File: src/rtl/demux_1to4_reg_pkg.sv
// Shared constants and slot state encoding for the 1-to-4 registered demux.
package demux_1to4_reg_pkg;
  localparam int NUM_CH = 4;
  localparam int SEL_W  = 2;

  typedef enum logic {
    EMPTY = 1'b0,
    FULL  = 1'b1
  } slot_state_t;
endpackage

File: src/rtl/demux_ch_slot.sv
// One-entry holding register for a single output channel.
// A load always wins over a drain, so a simultaneous drain+load stays FULL
// with the new word and no bubble is inserted.
module demux_ch_slot
  import demux_1to4_reg_pkg::*;
#(
  parameter int WIDTH = 1
) (
  input  logic             clk,
  input  logic             rst_n,
  input  logic             load,
  input  logic [WIDTH-1:0] load_data,
  input  logic             ready,
  output logic [WIDTH-1:0] data,
  output logic             valid
);

  slot_state_t state, state_nxt;

  // State register; reset discards any held word.
  always_ff @(posedge clk) begin
    if (!rst_n) state <= EMPTY;
    else        state <= state_nxt;
  end

  // Next state: load fills, drain without load empties.
  always_comb begin
    state_nxt = state;
    if (load)                        state_nxt = FULL;
    else if (state == FULL && ready) state_nxt = EMPTY;
  end

  // Data only changes on load, so it holds while stalled and after drain.
  always_ff @(posedge clk) begin
    if (!rst_n)    data <= '0;
    else if (load) data <= load_data;
  end

  assign valid = (state == FULL);

endmodule

File: src/rtl/demux_1to4_reg.sv
// 1-to-4 demux with a one-entry register per channel and per-channel
// valid/ready handshakes. Top holds select decode, in_ready mux and counter.
module demux_1to4_reg
  import demux_1to4_reg_pkg::*;
#(
  parameter int WIDTH = 1,
  parameter int CNT_W = 8
) (
  input  logic                    clk,
  input  logic                    rst_n,
  input  logic [WIDTH-1:0]        in_data,
  input  logic [SEL_W-1:0]        in_sel,
  input  logic                    in_valid,
  output logic                    in_ready,
  output logic [NUM_CH*WIDTH-1:0] out_data,
  output logic [NUM_CH-1:0]       out_valid,
  input  logic [NUM_CH-1:0]       out_ready,
  output logic [CNT_W-1:0]        xfer_cnt
);

  logic              accept;
  logic [NUM_CH-1:0] load;

  // Only the selected slot gates acceptance; in_valid is not involved.
  assign in_ready = rst_n & (~out_valid[in_sel] | out_ready[in_sel]);
  assign accept   = in_valid & in_ready;

  // One-hot load strobe for the selected channel.
  always_comb begin
    load         = '0;
    load[in_sel] = accept;
  end

  // Accepted-word counter, wraps naturally.
  always_ff @(posedge clk) begin
    if (!rst_n)      xfer_cnt <= '0;
    else if (accept) xfer_cnt <= xfer_cnt + 1'b1;
  end

  for (genvar g = 0; g < NUM_CH; g++) begin : g_ch
    demux_ch_slot #(.WIDTH(WIDTH)) u_slot (
      .clk       (clk),
      .rst_n     (rst_n),
      .load      (load[g]),
      .load_data (in_data),
      .ready     (out_ready[g]),
      .data      (out_data[g*WIDTH +: WIDTH]),
      .valid     (out_valid[g])
    );
  end

endmodule

File: config.mk
export PLATFORM = sky130hd
export DESIGN_NAME = demux_1to4_reg
export DESIGN_NICKNAME = d
export VERILOG_FILES = /design/src/rtl/demux_1to4_reg_pkg.sv /design/src/rtl/demux_ch_slot.sv /design/src/rtl/demux_1to4_reg.sv
export SDC_FILE = /design/constraint.sdc
export NUM_CORES = 1
export LEC_CHECK = 0
export ABC_CLOCK_PERIOD_IN_PS = 1500
export BUFFER_PORTS_ARGS = -buffer_cell sky130_fd_sc_hd__buf_2
export CAP_MARGIN = 0
export CORE_MARGIN = 5
export CORE_UTILIZATION = 30
export DETAILED_ROUTE_END_ITERATION = 8
export REMOVE_ABC_BUFFERS = 1
export SYNTH_ARGS = -nofsm -noshare
export SYNTH_HDL_FRONTEND = slang
export SYNTH_SLANG_ARGS = --single-unit
export TNS_END_PERCENT = 50
File: constraint.sdc
create_clock -name clk -period 1.5 [get_ports clk]
set_input_delay 0.225 -clock clk [delete_from_list [all_inputs] [get_ports clk]]
set_output_delay 0.225 -clock clk [all_outputs]
set_load 0.05 [all_outputs]
==> impl_metrics.env, run 1 <==
export IMPL_status="finished, violations left"
export IMPL_violations="setup timing"
export IMPL_track_usage_pct=11.3
export IMPL_wl_met3_um=93
export IMPL_final_min_clock_period_ps=1780
export IMPL_worstMarginPinSlew_ps=325
export IMPL_place_ws_ps=-230
export IMPL_pwr_share_comb_pct=18.7
export IMPL_hold_buffers=0
export IMPL_finalMaxSlewViolations=0
export IMPL_routed_top_layer="met4"
export IMPL_path_cells="nor2b_4 -> mux4_2 -> nor2_2 -> buf_6"
export IMPL_gr_total_overflow=0
export IMPL_cts_max_level=1
export IMPL_design_core_area_sq_um=2480
export IMPL_whs_path_depth=3
export IMPL_fin_skew_ps=2.76
export IMPL_seq_power_share_pct=54.4
export IMPL_hold_viol_final=0
export IMPL_hp_start="rst_n"
export IMPL_internal_power_mw=0.586
export IMPL_synth_seq_area_share_pct=41.2
export IMPL_p_sw_share_pct=28.6
export IMPL_dp_hpwl_um=1520
export IMPL_finalWorstSetupSlack_ps=-277
export IMPL_crit_path_start="g_ch[0].u_slot.valid"
export IMPL_synth_edff_count=0
export IMPL_leakage_nw=0.461
export IMPL_arrival_ps=1550
export IMPL_netlist_instances=90
export IMPL_slowest_stage="mux4_2"
export IMPL_p_clk_share_pct=26.9
export IMPL_antenna_left=0
export IMPL_synthFlopType="dfxtp_1"
export IMPL_place_congestion=0.904
export IMPL_io_pins=27
export IMPL_fmax_mhz=563
export IMPL_syn_area_sq_um=778
export IMPL_crit_required_ps=1270
export IMPL_grt_max_degree=15
export IMPL_rsz0062_at_grt="true"
export IMPL_crit_type="reg2out"
export IMPL_cts_tree="done"
export IMPL_antenna_found_initial=0
export IMPL_die_area_sq_um=3710
export IMPL_die_w_um=60.9
export IMPL_dr_pass1_iters=3
export IMPL_grt_pass1_vias=722
export IMPL_layout_nets=137
export IMPL_slew_headroom_pct=78.2
export IMPL_async_reset_ff_share_pct=0
export IMPL_yosysWarnings=0
export IMPL_worst_ir_drop_vdd_mv=0.370
export IMPL_drt_iter0_markers=10
export IMPL_route_detailed_drc=0
export IMPL_timing_final_crit_share_pct=118
export IMPL_max_stage_delay_ps=540
export IMPL_p_sw_mw=0.235
export IMPL_num_vias=754
export IMPL_die_height_um=60.9
export IMPL_setup_viol=9
export IMPL_reg2reg_depth=5
export IMPL_cts_sinks=16
export IMPL_synth_area_per_cell_sq_um=8.65
export IMPL_r2r_slack_ps=-230
export IMPL_port_buffers=26
export IMPL_diodes=0
export IMPL_routed_wl_met2_um=978
export IMPL_layout_drive_gt1_share_pct=44.4
export IMPL_clk_insertion_delay_late_ps=270
export IMPL_worst_setup_path_start_kind="flip-flop"
export IMPL_clockBufferDepth=2
export IMPL_post_drt_via_cell_ratio=4.90
export IMPL_start_util_pct=31.4
export IMPL_yosysUniqueCellTypes=25
export IMPL_p_per_area_nw_per_um2=778
export IMPL_ys_ff_latch=16
export IMPL_tns_ps=-1500
export IMPL_fp_row_count=18
export IMPL_numCtsBuffers=3
export IMPL_postCtsSetupBuffers=0
export IMPL_grt_pass1_wl_um=3160
export IMPL_max_cap_violations=0
export IMPL_area_growth_pct=35.5
export IMPL_clock_tree_root_cell="clkbuf_4"
export IMPL_clk_pin_slew_ps=90
export IMPL_crit_path_end_kind="output port"
export IMPL_routed_wl_um=1910
export IMPL_cp_max_fo=7
export IMPL_wl_per_cell_um=12.4
export IMPL_timing_rr_start="g_ch[0].u_slot.valid"
export IMPL_hp_class="in2reg"
export IMPL_drt_met1_wl_um=814
==> cell usage after synthesis (2+ instances only) <==
library cell,count,area (sq um)
inv_1,3,11.3
or3_1,4,25.0
dfxtp_1,16,320
nand4_1,3,18.8
mux2i_1,4,40.0
nor2b_1,4,25.0
a21oi_1,6,30.0
buf_4,8,60.1
nand2_1,5,18.8
nor2_1,9,33.8
or4_1,2,15.0
nor4_1,4,25.0
o21ai_0,4,20.0
a31oi_1,4,25.0
o31ai_1,3,22.5
clkbuf_1,2,7.51
==> layout by cell type (no fill, tap or decap), drive strengths merged <==
cell	Yosys	layout
o31ai	3	3
o311ai	1	1
a21oi	6	6
nor2b	4	4
mux2i	4	4
or2	1	1
or4	2	2
nand3	1	1
nand4	3	3
or3	4	4
a31oi	4	4
o41ai	1	1
nor2	9	9
ha	1	1
o21ai	4	4
mux4	1	1
nand2	5	5
buf	9	42
dfxtp	16	16
clkbuf	2	3
o211ai	1	1
nor4	4	4
inv	4	4
==> sequential cells by signal, indices dropped and copies added (netlist names) <==
| signal | count |
|---|---|
| g_ch.u_slot.valid | 4 |
| g_ch.u_slot.data | 4 |
| xfer_cnt | 8 |
==> repair_timing <==
item,4_1_cts,5_1_grt
pin swaps,4,0
endpoints found under the setup margin,9,9
gates resized for setup,12,1
==> final timing paths <==
kind                      end
setup / recovery     in_ready
hold reg to reg   xfer_cnt[7]
hold / removal    xfer_cnt[1]
setup reg to reg  xfer_cnt[3]
==> routing by layer <==
layer	track usage (%)	up-vias
met2	20.5	12
met1	12.9	349
met4	4.64	0
met5	0	-
met3	2.34	2
li1	-	391
==> area by class of cell <==
type	count	area [sq um]
fillers	260	1420
multi-input cells	59	399
flip-flops and latches	16	324
repair buffers	42	256
well taps	30	37.5
clock buffers	3	22.5
inverters	4	15.0
==> power groups by stage <==
stage	registers (mW)	clock network (mW)	logic (mW)
2_1_floorplan	0.492	0	0.0446
3_3_place_gp	0.455	0	0.144
3_5_place_dp	0.456	0	0.147
4_1_cts	0.447	0.231	0.155
5_1_grt	0.449	0.260	0.166
6_report	0.446	0.221	0.154
==> critical path: cells and delay by family, from the launching register on <==
kind | cells | cell delay [ps]
multiplexers | 1 | 540
AND/OR/NAND/NOR | 2 | 250
buffers and inverters | 1 | 160
flip-flops | 1 | 330
==> per-stage QoR <==
stage | total power, mW | cells | cell area (sq um) | utilization, % | hold slack (ps)
global placement | 0.599 | 151 | 993 | 40.1 | 467
detailed placement | 0.602 | 151 | 993 | 40.1 | 482
CTS | 0.832 | 154 | 1050 | 42.4 | 235
finish | 0.821 | 154 | 1050 | 42.6 | 243
floorplan | 0.536 | 79 | 706 | - | 371
global route | 0.876 | 154 | 1050 | 42.6 | 240
==> cell families (layout without fill, tap and decap cells) <==
| kind of cell | count (synthesis) | in the layout | share of synthesized area, % |
|---|---|---|---|
| compound gates | 20 | 20 | 15.8 |
| fa+ha+maj | 1 | 1 | 1.61 |
| buf+inv | 15 | 49 | 11.3 |
| flops | 16 | 16 | 41.2 |
| mux | 5 | 5 | 8.04 |
| simple gates | 33 | 33 | 22.2 |
No activity file was read; power rests on OpenSTA's default activity.
==> inputs of run 2 (changes only) <==
--- a/config.mk
+++ b/config.mk
@@ -8,8 +8,9 @@
 export ABC_CLOCK_PERIOD_IN_PS = 1500
 export BUFFER_PORTS_ARGS = -buffer_cell sky130_fd_sc_hd__buf_2
 export CAP_MARGIN = 0
-export CORE_MARGIN = 5
+export CORE_MARGIN = 1.5
 export CORE_UTILIZATION = 30
+export CTS_CLUSTER_DIAMETER = 200
 export DETAILED_ROUTE_END_ITERATION = 8
 export REMOVE_ABC_BUFFERS = 1
 export SYNTH_ARGS = -nofsm -noshare
==> run 2 against run 1 <==
Effect of this change: the flow still finishes with violations (setup timing); power up 2.3%; combinational power up 8%; critical path depth up 1; first-iteration DRC count up 20%; non-clock buffer count up 3; global-route usage up 2.3 points; cell count up 1.9%; flip-flop and latch count unchanged; critical endpoint unchanged.
==> impl_metrics.env, run 2 (synthesis results as in run 1) <==
export IMPL_status="finished, violations left"
export IMPL_violations="setup timing"
export IMPL_cts_sinks=16
export IMPL_arrival_ps=1590
export IMPL_pwr_share_comb_pct=19.9
export IMPL_grt_pass1_vias=677
export IMPL_path_cells="nor2b_4 -> mux4_2 -> buf_6 -> nor2_4 -> buf_8"
export IMPL_fin_util_pct=45.6
export IMPL_start_util_pct=31.7
export IMPL_p_sw_mw=0.245
export IMPL_grt_use_met3_pct=1.94
export IMPL_num_vias=787
export IMPL_largest_register_ffs=8
export IMPL_antenna_left=0
export IMPL_io_pins=27
export IMPL_hp_start="in_data"
export IMPL_layout_drive_gt1_share_pct=51.2
export IMPL_grt_met1_usage_pct=19.2
export IMPL_p_total_mw=0.840
export IMPL_gr_total_overflow=0
export IMPL_finalWorstSetupSlack_ps=-311
export IMPL_seq_power_share_pct=53.1
export IMPL_hold_end="g_ch[2].u_slot.data"
export IMPL_dp_hpwl_um=1370
export IMPL_clockBufferDepth=2
export IMPL_drt_iter0_markers=12
export IMPL_final_common_cell="buf_2"
export IMPL_clk_insertion_delay_late_ps=280
export IMPL_route_detailed_drc=0
export IMPL_die_height_um=53.9
export IMPL_reg2reg_depth=6
export IMPL_track_usage_pct=13.6
export IMPL_slowest_stage="mux4_2"
export IMPL_clk_pin_slew_ps=100
export IMPL_antenna_found_initial=0
export IMPL_busiest_layer="met2"
export IMPL_post_drt_via_cell_ratio=5.01
export IMPL_cp_max_fo=2
export IMPL_crit_required_ps=1270
export IMPL_clock_tree_root_cell="clkbuf_4"
export IMPL_whs_path_depth=3
export IMPL_die_area_sq_um=2910
export IMPL_place_congestion=0.837
export IMPL_wl_per_cell_um=11.7
export IMPL_finalMaxSlewViolations=0
export IMPL_p_clk_share_pct=27.0
export IMPL_routed_wl_um=1840
export IMPL_setup_viol=9
export IMPL_grt_max_degree=15
export IMPL_worstMarginPinSlew_ps=344
export IMPL_timing_final_crit_share_pct=121
export IMPL_worst_ir_drop_vdd_mv=0.460
export IMPL_slew_headroom_pct=76.8
export IMPL_reg2reg_to="xfer_cnt[4]"
export IMPL_area_growth_pct=43.7
export IMPL_max_stage_delay_ps=470
export IMPL_n_fill_cell=241
export IMPL_max_cap_violations=0
export IMPL_grt_pass1_wl_um=2840
export IMPL_max_flop_register="xfer_cnt"
export IMPL_crit_type="reg2out"
export IMPL_fin_skew_ps=6.96
export IMPL_numCtsBuffers=3
export IMPL_final_min_clock_period_ps=1810
export IMPL_diodes=0
export IMPL_rsz0062_at_grt="true"
export IMPL_place_ws_ps=-210
export IMPL_crit_path_end_kind="output port"
export IMPL_r2r_slack_ps=-280
export IMPL_grtUsageMet2_pct=19.5
export IMPL_cts_tree="done"
export IMPL_hold_viol_final=0
export IMPL_leakage_nw=0.488
export IMPL_fp_row_count=18
export IMPL_fmax_mhz=552
export IMPL_die_w_um=53.9
export IMPL_cts_max_level=1
export IMPL_p_per_area_nw_per_um2=751
export IMPL_port_buffers=26
export IMPL_internal_power_mw=0.595
export IMPL_hp_class="in2reg"
export IMPL_p_sw_share_pct=29.2
export IMPL_design_core_area_sq_um=2450
export IMPL_final_cell_mix="buf_2 (25), buf_4 (18), dfxtp_1 (12)"
export IMPL_timing_rr_start="g_ch[1].u_slot.valid"
export IMPL_dr_pass1_iters=4
export IMPL_worst_setup_path_start_kind="flip-flop"
export IMPL_tns_ps=-2190
export IMPL_layout_nets=140
## run 2: final cells by class
type	instances	area [sq um]	area share (%)
Tap cell	30	37.5	3.36
Multi-Input combinational cell	59	432	38.6
Timing Repair Buffer	45	287	25.6
Inverter	4	15.0	1.34
Sequential cell	16	325	29.1
Clock buffer	3	22.5	2.01
## run 2: worst max-delay path: cells and delay by family, from the launching register on
kind	cells	cell delay, ps
mux	1	470
flops	1	340
buf+inv	2	290
simple gates	2	200
## run 2: worst max path at each step
stage,end,slack [ps],from
6_report,in_ready,-310,g_ch[1].u_slot.valid
5_1_grt,in_ready,-370,g_ch[0].u_slot.valid
4_1_cts,in_ready,-320,g_ch[0].u_slot.valid
3_5_place_dp,xfer_cnt[6],-210,g_ch[0].u_slot.valid
3_3_place_gp,in_ready,-180,g_ch[0].u_slot.valid
2_1_floorplan,in_ready,-680,g_ch[0].u_slot.valid
## run 2: metal layers
layer / vias to the layer above / part of all wire (%)
li1: 396 / -
met1: 367 / 47
met2: 22 / 47
met3: 2 / 4.7
met4: 0 / 1.2
met5: - / 0
## run 2: repair_timing
item / CTS / global route
buffers inserted: 2 / 1
pin swaps: 7 / 0
hold buffers: 0 / 0
resized for setup: 15 / 10
endpoints found under the setup margin: 9 / 9
## run 2: metrics by stage
step	instance area, sq um	std cells	hold WS [ps]
2_1_floorplan	706	79	371
3_3_place_gp	993	151	473
3_5_place_dp	993	151	470
4_1_cts	1070	156	216
5_1_grt	1120	157	254
6_report	1120	157	219
## run 2: power groups by stage
stage | Combinational (mW) | Sequential, mW | Clock (mW)
2_1_floorplan | 0.0446 | 0.492 | 0
3_3_place_gp | 0.146 | 0.455 | 0
3_5_place_dp | 0.148 | 0.455 | 0
4_1_cts | 0.161 | 0.446 | 0.233
5_1_grt | 0.179 | 0.448 | 0.244
6_report | 0.167 | 0.446 | 0.227
==> inputs of run 3 (changes only) <==
--- a/config.mk
+++ b/config.mk
@@ -5,7 +5,7 @@
 export SDC_FILE = /design/constraint.sdc
 export NUM_CORES = 1
 export LEC_CHECK = 0
-export ABC_CLOCK_PERIOD_IN_PS = 1500
+export ABC_CLOCK_PERIOD_IN_PS = 1700
 export BUFFER_PORTS_ARGS = -buffer_cell sky130_fd_sc_hd__buf_2
 export CAP_MARGIN = 0
 export CORE_MARGIN = 1.5
@@ -15,5 +15,6 @@
 export REMOVE_ABC_BUFFERS = 1
 export SYNTH_ARGS = -nofsm -noshare
 export SYNTH_HDL_FRONTEND = slang
+export SYNTH_HIERARCHICAL = 1
 export SYNTH_SLANG_ARGS = --single-unit
 export TNS_END_PERCENT = 50
==> constraint.sdc (replaced) <==
create_clock -name clk -period 1.7 [get_ports clk]
set_input_delay 0.255 -clock clk [delete_from_list [all_inputs] [get_ports clk]]
set_output_delay 0.255 -clock clk [all_outputs]
set_load 0.05 [all_outputs]
==> run 3 against run 2 <==
Effect of this change: the run still ends with setup timing left; utilization grew 6.4 points; die area decreased by 0.30%; count of clock-buffer cells in the layout up 1; flip-flop and latch count is the same; non-clock buffer count increased by 7; synthesized cell count fell by 6.7%; via count increased by 4.8%; cell count rose by 6.4%; synthesized area decreased by 0.32%; worst hold slack better by 58 ps; wire length grew 9.0%; highest routed layer unchanged.
==> impl_metrics.env, run 3 <==
export IMPL_syn_area_sq_um=776
export IMPL_worst_setup_path_start_kind="flip-flop"
export IMPL_yosysWarnings=6
export IMPL_grt_pass1_vias=809
export IMPL_hold_viol_final=0
export IMPL_async_reset_ff_share_pct=0
export IMPL_slowest_stage="or4_4"
export IMPL_layout_drive_gt1_share_pct=54.7
export IMPL_fin_skew_ps=2.81
export IMPL_clk_pin_slew_ps=90
export IMPL_gr_total_overflow=0
export IMPL_reg2reg_depth=7
export IMPL_wl_per_cell_um=12.0
export IMPL_r2r_slack_ps=-310
export IMPL_num_vias=825
export IMPL_crit_required_ps=1890
export IMPL_clock_tree_root_cell="clkbuf_4"
export IMPL_final_common_cell="buf_2"
export IMPL_synthSimpleGateAreaFrac_pct=31.9
export IMPL_routed_wl_um=2010
export IMPL_hold_buffers=0
export IMPL_max_cap_violations=0
export IMPL_finalNonFillerCells=167
export IMPL_synthAdderAreaFrac_pct=1.61
export IMPL_place_congestion=0.823
export IMPL_p_sw_mw=0.216
export IMPL_synth_edff_count=0
export IMPL_cp_max_fo=5
export IMPL_synth_area_leader_cell="dfxtp_1"
export IMPL_numCtsBuffers=3
export IMPL_route_detailed_drc=0
export IMPL_fmax_mhz=498
export IMPL_final_min_clock_period_ps=2010
export IMPL_crit_type="reg2reg"
export IMPL_hp_start="out_ready[3]"
export IMPL_synth_top_area_share_pct=41.3
export IMPL_dr_pass1_iters=4
export IMPL_track_usage_pct=15.4
export IMPL_multi_input_area_sq_um=509
export IMPL_max_stage_delay_ps=550
export IMPL_synth_compound_area_share_pct=13.9
export IMPL_worstMarginPinSlew_ps=289
export IMPL_ys_top_cells_by_area="dfxtp_1 (41%), mux2i_1 (6.5%), nor2b_1 (6.5%)"
export IMPL_start_util_pct=31.6
export IMPL_die_area_sq_um=2900
export IMPL_dp_hpwl_um=1440
export IMPL_violations="setup timing"
export IMPL_drt_iter0_markers=5
export IMPL_synthFlopType="dfxtp_1"
export IMPL_n_fill_cell=239
export IMPL_timing_hold_ws_ps=277
export IMPL_seq_area_sq_um=322
export IMPL_setup_viol=17
export IMPL_largest_register_ffs=8
export IMPL_fin_util_pct=51.9
export IMPL_design_core_area_sq_um=2450
export IMPL_grt_max_degree=16
export IMPL_p_clk_share_pct=31.7
export IMPL_reg2reg_to="g_ch[1].u_slot/data"
export IMPL_leakage_nw=0.563
export IMPL_worst_ir_drop_vdd_mv=0.578
export IMPL_cts_tree="done"
export IMPL_post_drt_via_cell_ratio=4.94
export IMPL_netlist_instances=84
export IMPL_placed_cells=154
export IMPL_antenna_found_initial=0
export IMPL_layout_nets=149
export IMPL_diodes=0
export IMPL_die_height_um=53.9
export IMPL_finalMaxSlewViolations=0
export IMPL_cts_max_level=1
export IMPL_seq_power_share_pct=49.2
export IMPL_finalWorstSetupSlack_ps=-306
export IMPL_timing_final_crit_share_pct=118
export IMPL_synth_most_common_cell="dfxtp_1"
export IMPL_path_cells="and4b_1 -> or4_4 -> or2_4 -> nor4b_4 -> buf_4 -> mux2i_1 -> nor2b_1"
export IMPL_fp_row_count=18
export IMPL_synth_top_family_by_area="simple AND/OR/NAND/NOR gates"
export IMPL_crit_path_end_kind="flip-flop"
export IMPL_ys_ff_latch=16
export IMPL_internal_power_mw=0.578
export IMPL_hold_end="g_ch[3].u_slot/valid"
export IMPL_cts_sinks=16
export IMPL_synth_seq_area_share_pct=41.3
export IMPL_p_total_mw=0.794
export IMPL_die_w_um=53.9
export IMPL_synth_common_cells="dfxtp_1 (16), nor2b_1 (8), o21ai_0 (6), a21oi_1 (5), mux2i_1 (5)"
export IMPL_grt_pass1_wl_um=3190
export IMPL_rsz0062_at_grt="true"
export IMPL_clk_insertion_delay_late_ps=290
export IMPL_port_buffers=26
export IMPL_area_growth_pct=64.4
export IMPL_antenna_left=0
export IMPL_yosysUniqueCellTypes=31
export IMPL_status="finished, violations left"
export IMPL_hp_class="in2reg"
export IMPL_max_flop_register="xfer_cnt"
export IMPL_clockBufferDepth=2
export IMPL_p_sw_share_pct=27.3
export IMPL_final_cell_mix="buf_2 (25), buf_4 (22), dfxtp_1 (15)"
export IMPL_arrival_ps=2190
export IMPL_whs_path_depth=3
export IMPL_p_per_area_nw_per_um2=623
export IMPL_timing_rr_start="g_ch[3].u_slot/valid"
export IMPL_pwr_share_comb_pct=19.1
export IMPL_synth_area_per_cell_sq_um=9.24
export IMPL_slew_headroom_pct=80.4
export IMPL_synthMuxAreaShare_pct=6.45
export IMPL_synthXorXnorAreaFrac_pct=0
export IMPL_io_pins=27
## run 3: timing repair
item / 4_1_cts / 5_1_grt
resized for setup: 15 / 15
pin swaps: 4 / 6
cloned: 0 / 0
endpoints found under the setup margin: 16 / 17
buffers inserted: 5 / 4
## run 3: cell families after synthesis
group / after synthesis
flops: 16
simple gates: 38
compound gates: 18
fa+ha+maj: 1
mux: 5
buf+inv: 6
## run 3: power groups by stage
stage | clock network [mW] | logic, mW | registers (mW)
2_1_floorplan | 0 | 0.0344 | 0.429
3_3_place_gp | 0 | 0.123 | 0.399
3_5_place_dp | 0 | 0.126 | 0.399
4_1_cts | 0.268 | 0.142 | 0.390
5_1_grt | 0.280 | 0.162 | 0.392
6_report | 0.252 | 0.152 | 0.390
## run 3: how the worst max path moves through the flow
stage	from	endpoint	slack, ps	cells past startpoint
floorplan	g_ch[3].u_slot/valid	g_ch[1].u_slot/data	-660	6
global placement	in_sel[1]	g_ch[1].u_slot/data	-400	8
detailed placement	in_sel[1]	g_ch[1].u_slot/data	-470	8
CTS	g_ch[3].u_slot/valid	g_ch[1].u_slot/data	-310	7
global route	g_ch[3].u_slot/valid	g_ch[1].u_slot/data	-420	7
finish	g_ch[3].u_slot/valid	g_ch[1].u_slot/data	-310	7
## run 3: layout make-up
class | instances | share of cell area (%)
Multi-Input combinational cell | 62 | 39.9
Timing Repair Buffer | 52 | 28.2
Sequential cell | 16 | 25.2
Tap cell | 30 | 2.94
Clock buffer | 4 | 2.85
Inverter | 3 | 0.883
## run 3: worst max-delay path: cells and delay by family, from the launching register on
family                 cells  cell delay (ps)
AND/OR/NAND/NOR            5             1260
multiplexers               1              170
flip-flops                 1              330
buffers and inverters      1              150
## run 3: routing by layer
layer | share of wire (%) | vias up | global-route usage [%] | wire, um
met1 | 42 | 384 | 16.5 | 834
met3 | 5.9 | 2 | 5.83 | 118
met5 | 0 | - | 0 | 0
met2 | 52 | 27 | 26.8 | 1040
li1 | - | 412 | - | -
met4 | 0.95 | 0 | 6.41 | 19
## run 3: stage by stage
step | setup slack (ps) | instance area (sq um) | TNS [ps]
after detailed placement | -468 | 1040 | -4380
after CTS | -315 | 1180 | -3380
final | -306 | 1270 | -3690
after global placement | -398 | 1040 | -3500
after global routing | -420 | 1270 | -4830
after floorplan | -659 | 749 | -5790
